==> src/rtl/shuffle_ram_ctrl.sv <==
// shuffle_ram_ctrl
//
// Sits in front of a simple dual-port RAM (shuffle_ram). Incoming payloads
// are written into the lowest free slot. Occupied slots are read back in a
// pseudo-random order picked by an 8-bit LFSR. Read data lands in a 2-entry
// output FIFO that drives the output stream.
//
// Handshake: a transfer happens on a rising edge where valid && ready. Valid
// never depends on ready. Data is held stable while valid is high and ready
// is low.
//
// Ports
//   clk, rst               clock and synchronous active-high reset
//   in_valid/in_data       input stream; in_ready is high while a slot is free
//   out_valid/out_data     output stream; out_ready is the consumer acceptance
//   ram_we/ram_waddr/ram_din   RAM write port (combinational)
//   ram_raddr/ram_dout     RAM read port; dout is valid one cycle after raddr
//   occupancy              number of occupied RAM slots
module shuffle_ram_ctrl #(
  parameter int          BUS_SIZE_ADDR = 4,
  parameter int          BUS_SIZE_DATA = 32,
  parameter logic [7:0]  LFSR_SEED     = 8'hA5
) (
  input  logic                     clk,
  input  logic                     rst,
  input  logic                     in_valid,
  input  logic [BUS_SIZE_DATA-1:0] in_data,
  output logic                     in_ready,
  output logic                     out_valid,
  output logic [BUS_SIZE_DATA-1:0] out_data,
  input  logic                     out_ready,
  output logic                     ram_we,
  output logic [BUS_SIZE_ADDR-1:0] ram_waddr,
  output logic [BUS_SIZE_DATA-1:0] ram_din,
  output logic [BUS_SIZE_ADDR-1:0] ram_raddr,
  input  logic [BUS_SIZE_DATA-1:0] ram_dout,
  output logic [BUS_SIZE_ADDR:0]   occupancy
);

  localparam int AW    = BUS_SIZE_ADDR;
  localparam int DW    = BUS_SIZE_DATA;
  localparam int DEPTH = 1 << AW;

  // State
  logic [DEPTH-1:0] busy_q, busy_d;
  logic [7:0]       lfsr_q, lfsr_d;
  logic [AW-1:0]    raddr_q;
  logic             infl_q, infl_d;     // read issued last cycle, dout arriving now
  logic [1:0]       cnt_q, cnt_d;       // FIFO entries (0..2)
  logic [DW-1:0]    mem0_q, mem0_d;     // FIFO head
  logic [DW-1:0]    mem1_q, mem1_d;

  // Lowest-index free slot
  logic [AW-1:0] free_idx;
  logic          free_found;
  always_comb begin
    free_idx   = '0;
    free_found = 1'b0;
    for (int i = 0; i < DEPTH; i++) begin
      if (!free_found && !busy_q[i]) begin
        free_found = 1'b1;
        free_idx   = AW'(i);
      end
    end
  end

  assign in_ready  = ~(&busy_q);
  assign ram_we    = in_valid && in_ready;
  assign ram_waddr = free_idx;
  assign ram_din   = in_data;

  // Read candidate: first busy slot at or after the LFSR start index.
  // The AW-bit add wraps DEPTH-1 back to 0 naturally.
  logic [AW-1:0] start_idx;
  logic [AW-1:0] scan_idx;
  logic [AW-1:0] cand_idx;
  logic          cand_found;
  assign start_idx = lfsr_q[AW-1:0];
  always_comb begin
    scan_idx   = '0;
    cand_idx   = '0;
    cand_found = 1'b0;
    for (int k = 0; k < DEPTH; k++) begin
      scan_idx = start_idx + AW'(k);
      if (!cand_found && busy_q[scan_idx]) begin
        cand_found = 1'b1;
        cand_idx   = scan_idx;
      end
    end
  end

  // Credit: FIFO entries plus the read in flight may never exceed two,
  // except that a pop this cycle frees one place for the next push.
  logic       pop;
  logic       push;
  logic [2:0] credit_used;
  logic       credit_ok;
  logic       issue;

  assign out_valid   = (cnt_q != 2'd0);
  assign out_data    = mem0_q;
  assign pop         = out_valid && out_ready;
  assign push        = infl_q;
  assign credit_used = {1'b0, cnt_q} + {2'b00, infl_q};
  assign credit_ok   = (credit_used < 3'd2) || ((credit_used == 3'd2) && pop);
  assign issue       = cand_found && credit_ok;

  // Hold the last issued address when idle so the read port stays quiet.
  assign ram_raddr = issue ? cand_idx : raddr_q;

  // Bitmap update: write and read never touch the same slot (one is free,
  // the other busy), so both edits can be applied independently.
  always_comb begin
    busy_d = busy_q;
    if (ram_we) busy_d[free_idx] = 1'b1;
    if (issue)  busy_d[cand_idx] = 1'b0;
  end

  // Fibonacci LFSR, x^8 + x^6 + x^5 + x^4 + 1
  assign lfsr_d = {lfsr_q[6:0], lfsr_q[7] ^ lfsr_q[5] ^ lfsr_q[4] ^ lfsr_q[3]};
  assign infl_d = issue;

  // Output FIFO as a two-register shift queue with the head in mem0.
  // The credit rule guarantees a push never meets a full FIFO without a pop.
  always_comb begin
    mem0_d = mem0_q;
    mem1_d = mem1_q;
    cnt_d  = cnt_q;
    case ({push, pop})
      2'b10: begin
        if (cnt_q == 2'd0) mem0_d = ram_dout;
        else               mem1_d = ram_dout;
        cnt_d = cnt_q + 2'd1;
      end
      2'b01: begin
        mem0_d = mem1_q;
        cnt_d  = cnt_q - 2'd1;
      end
      2'b11: begin
        if (cnt_q == 2'd1) begin
          mem0_d = ram_dout;
        end else begin
          mem0_d = mem1_q;
          mem1_d = ram_dout;
        end
      end
      default: ;
    endcase
  end

  // Occupancy
  always_comb begin
    occupancy = '0;
    for (int i = 0; i < DEPTH; i++) begin
      occupancy = occupancy + (AW+1)'(busy_q[i]);
    end
  end

  always_ff @(posedge clk) begin
    if (rst) begin
      busy_q  <= '0;
      lfsr_q  <= LFSR_SEED;
      raddr_q <= '0;
      infl_q  <= 1'b0;
      cnt_q   <= 2'd0;
      mem0_q  <= '0;
      mem1_q  <= '0;
    end else begin
      busy_q  <= busy_d;
      lfsr_q  <= lfsr_d;
      raddr_q <= ram_raddr;
      infl_q  <= infl_d;
      cnt_q   <= cnt_d;
      mem0_q  <= mem0_d;
      mem1_q  <= mem1_d;
    end
  end

endmodule

==> config.mk <==
export PLATFORM = sky130hd
export DESIGN_NAME = shuffle_ram_ctrl
export DESIGN_NICKNAME = d
export VERILOG_FILES = /design/src/rtl/shuffle_ram_ctrl.sv
export SDC_FILE = /design/constraint.sdc
export NUM_CORES = 1
export LEC_CHECK = 0
export CAP_MARGIN = 20
export CORE_MARGIN = 1.5
export CORE_UTILIZATION = 57
export DETAILED_ROUTE_END_ITERATION = 10
export PLACE_DENSITY = 0.88
export SYNTH_ARGS = -nofsm -noshare
export SYNTH_HDL_FRONTEND = slang
export SYNTH_SLANG_ARGS = --single-unit
==> constraint.sdc <==
create_clock -name clk -period 16.2 [get_ports clk]
set_input_delay 4.05 -clock clk [delete_from_list [all_inputs] [get_ports clk]]
set_output_delay 4.05 -clock clk [all_outputs]
set_load 0.005 [all_outputs]
==> results.ini <==
[clock_network]
path_clk_slew_ns = 0.06
cts-root-buf = clkbuf_16
cts_setup_buffers = 0
cts_sinks = 95
ctsLongestPathBuffers = 2
cts.repair.resized = 0
cts_tree = done
worstSkewPairLatency_ns = 0.34
htreeDepth = 3
ctsHoldBuffers = 0
cts_made_buffers = 9

[synth]
synth_top_family_by_area = compound AO/OA/AOI/OAI gates
synth_fa_ha_area_frac = 0.0687
async_flop_share = 0
syn_area_per_cell_um2 = 8.68
yosysSeqAreaShare = 0.268
synth_nets = 919
syn_area_um2 = 7100
ys_types = 80
yosys.area.top_type_share = 0.268
synth_compound_area_frac = 0.229
synth-xor-area-share = 0.0241
synth_flop_cell = dfxtp_1
netlist_instances = 818
synth_area_leaders = dfxtp_1 (27%), mux4_2 (9.8%), nand2_1 (5.0%)
yosys_warnings = 0
synth_mux_area_frac = 0.154
synth-edff-count = 0
yosys.area_share.simple = 0.161
yosys.area.top_type = dfxtp_1
synth-seq-cells = 95

[routing]
drc = 0
via_count = 6393
antenna_left = 0
dr.first_iter.drc_count = 703
met2_length_um = 8830
drt-total-wl_um = 18500
wire_per_inst_um = 18.5
drtPass1Iterations = 6
avgViaCountPerCell = 6.38
wl_met3_um = 1580
wl_met1_um = 7590
highest_layer = met4

[final_layout]
drive_above_1_share = 0.113
fin_nets = 930
final_cell_mix = nand2_1 (95), dfxtp_1 (95), clkdlybuf4s50_1 (82), nor2_1 (65), a21oi_1 (54)
antennaDiodeCount = 0
finalInstanceArea_um2 = 7990
fill_cells = 929
syn2layout_area_growth_pct = 12.4

[setup_path]
worstSetupPathType = input pin to primary output
worstPathRequired_ns = 12.15
cp-start-kind = input pin
critical_path_arrival_ns = 6.23
end_kind = primary output
critical_path.max_fanout = 8

[die]
die_w_um = 115
die_area_um2 = 13100
num_io_pins = 148
std_cell_rows = 40
core_area_um2 = 12100
start_util = 0.589
die_h_um = 115

[timing]
setup_viol = 0
slew_headroom = 0.252
fin_skew_ns = 0.00648
timing.fmax_mhz = 97.3
rsz0062_at_grt = no
fin_crit_sh = 0.634
setup_tns_ns = 0
tightestPinTransition_ns = 1.12
slew_viol_final = 0
fin_hold_ws_ns = 0.422
period_needed_ns = 10.28
setup_ws_ns = 5.92
hold_viol_final = 0

[grt]
grt_pass1_vias = 6117
antenna_found_initial = 0
grt_remaining_overflow = 0
grt_max_degree = 86
grt_usage = 0.292
grt_pass1_wl_um = 30600

[run_status]
status = finished, final reports clean

[place]
gp_congestion = 0.944
dpl.hpwl_um = 12800
io_buffers = 83
post_dp_cell_area_um2 = 7700
place_ws_ns = 5.94

[run]
maxCapViolCount = 0

[min_path]
hp-class = flip-flop to flip-flop

[power_and_ir_drop]
powerDensity_nw_per_um2 = 139
p_leak_nw = 2.94
vdd.ir_drop.worst_v = 0.000106

==> through the flow <==
step | total power [mW] | util | instances
floorplan | 0.705 | - | 818
detailed placement | 0.902 | 0.639 | 986
finish | 1.11 | 0.662 | 1002
global placement | 0.889 | 0.639 | 986
global route | 1.18 | 0.662 | 1002
CTS | 1.11 | 0.662 | 1002
==> final cells by class <==
cell class	instances	area, um2	area share
clock buffer	11	243	0.0304
clock inverter	5	41.3	0.00517
inverter	44	165	0.0207
multi-input combinational	588	4540	0.568
sequential	95	1900	0.238
tap	168	210	0.0263
timing repair buffer	91	886	0.111
==> layer usage <==
layer  GRT usage  vias to the layer above
li1            -                     2980
met1       0.393                     3004
met2       0.462                      343
met3      0.0609                       66
met4       0.109                        0
met5           0                        -
==> critical path: stages <==
cell             delay (ns)
clkdlybuf4s50_1        0.45
nor2b_1                0.26
a31oi_1                0.20
a41oi_4                0.34
and2_1                 0.20
o21ai_0                0.11
nand2_1                0.08
clkdlybuf4s50_1        0.53
==> report_power, final <==
| group | switching, mW | leakage (nW) | internal [mW] |
|---|---|---|---|
| Combinational | 0.305 | 2.02 | 0.253 |
| Clock | 0.0908 | 0.138 | 0.110 |
| Sequential | 0.0448 | 0.777 | 0.305 |
| Total | 0.440 | 2.94 | 0.668 |
==> kinds of logic after synthesis <==
| kind of cell | count (synthesis) |
|---|---|
| mux | 69 |
| xor+xnor | 17 |
| flops | 95 |
| buf+inv | 135 |
| fa+ha+maj | 33 |
| simple gates | 239 |
| compound gates | 230 |
==> registers in the layout, summed over array words and instances (netlist names) <==
| name | cells |
|---|---|
| mem1_q | 32 |
| out_data | 32 |
| busy_q | 16 |
| lfsr_q | 8 |
| raddr_q | 4 |
| cnt_q | 2 |
| infl_q | 1 |
==> path summary, 6_finish.rpt <==
kind / start / to / slack [ns] / depth (start not counted)
worst max register to register: lfsr_q[0] / busy_q[14] / 11.07 / 12
worst min-delay path: lfsr_q[6] / lfsr_q[7] / 0.42 / 1
worst max-delay path: out_ready / ram_raddr[1] / 5.92 / 8
worst min register to register: lfsr_q[6] / lfsr_q[7] / 0.42 / 1
==> synth_stat cells (11+ instances only) <==
cell type  count
buf_4         34
ha_1          23
o21ai_0       19
mux2i_1       27
mux4_2        31
nor2_1        65
and2_1        13
a21oi_1       54
a22oi_1       37
clkbuf_1      41
dfxtp_1       95
mux2_2        11
nand2_1       95
inv_1         42
a211oi_1      40
Power figures use the tool's default switching activity.
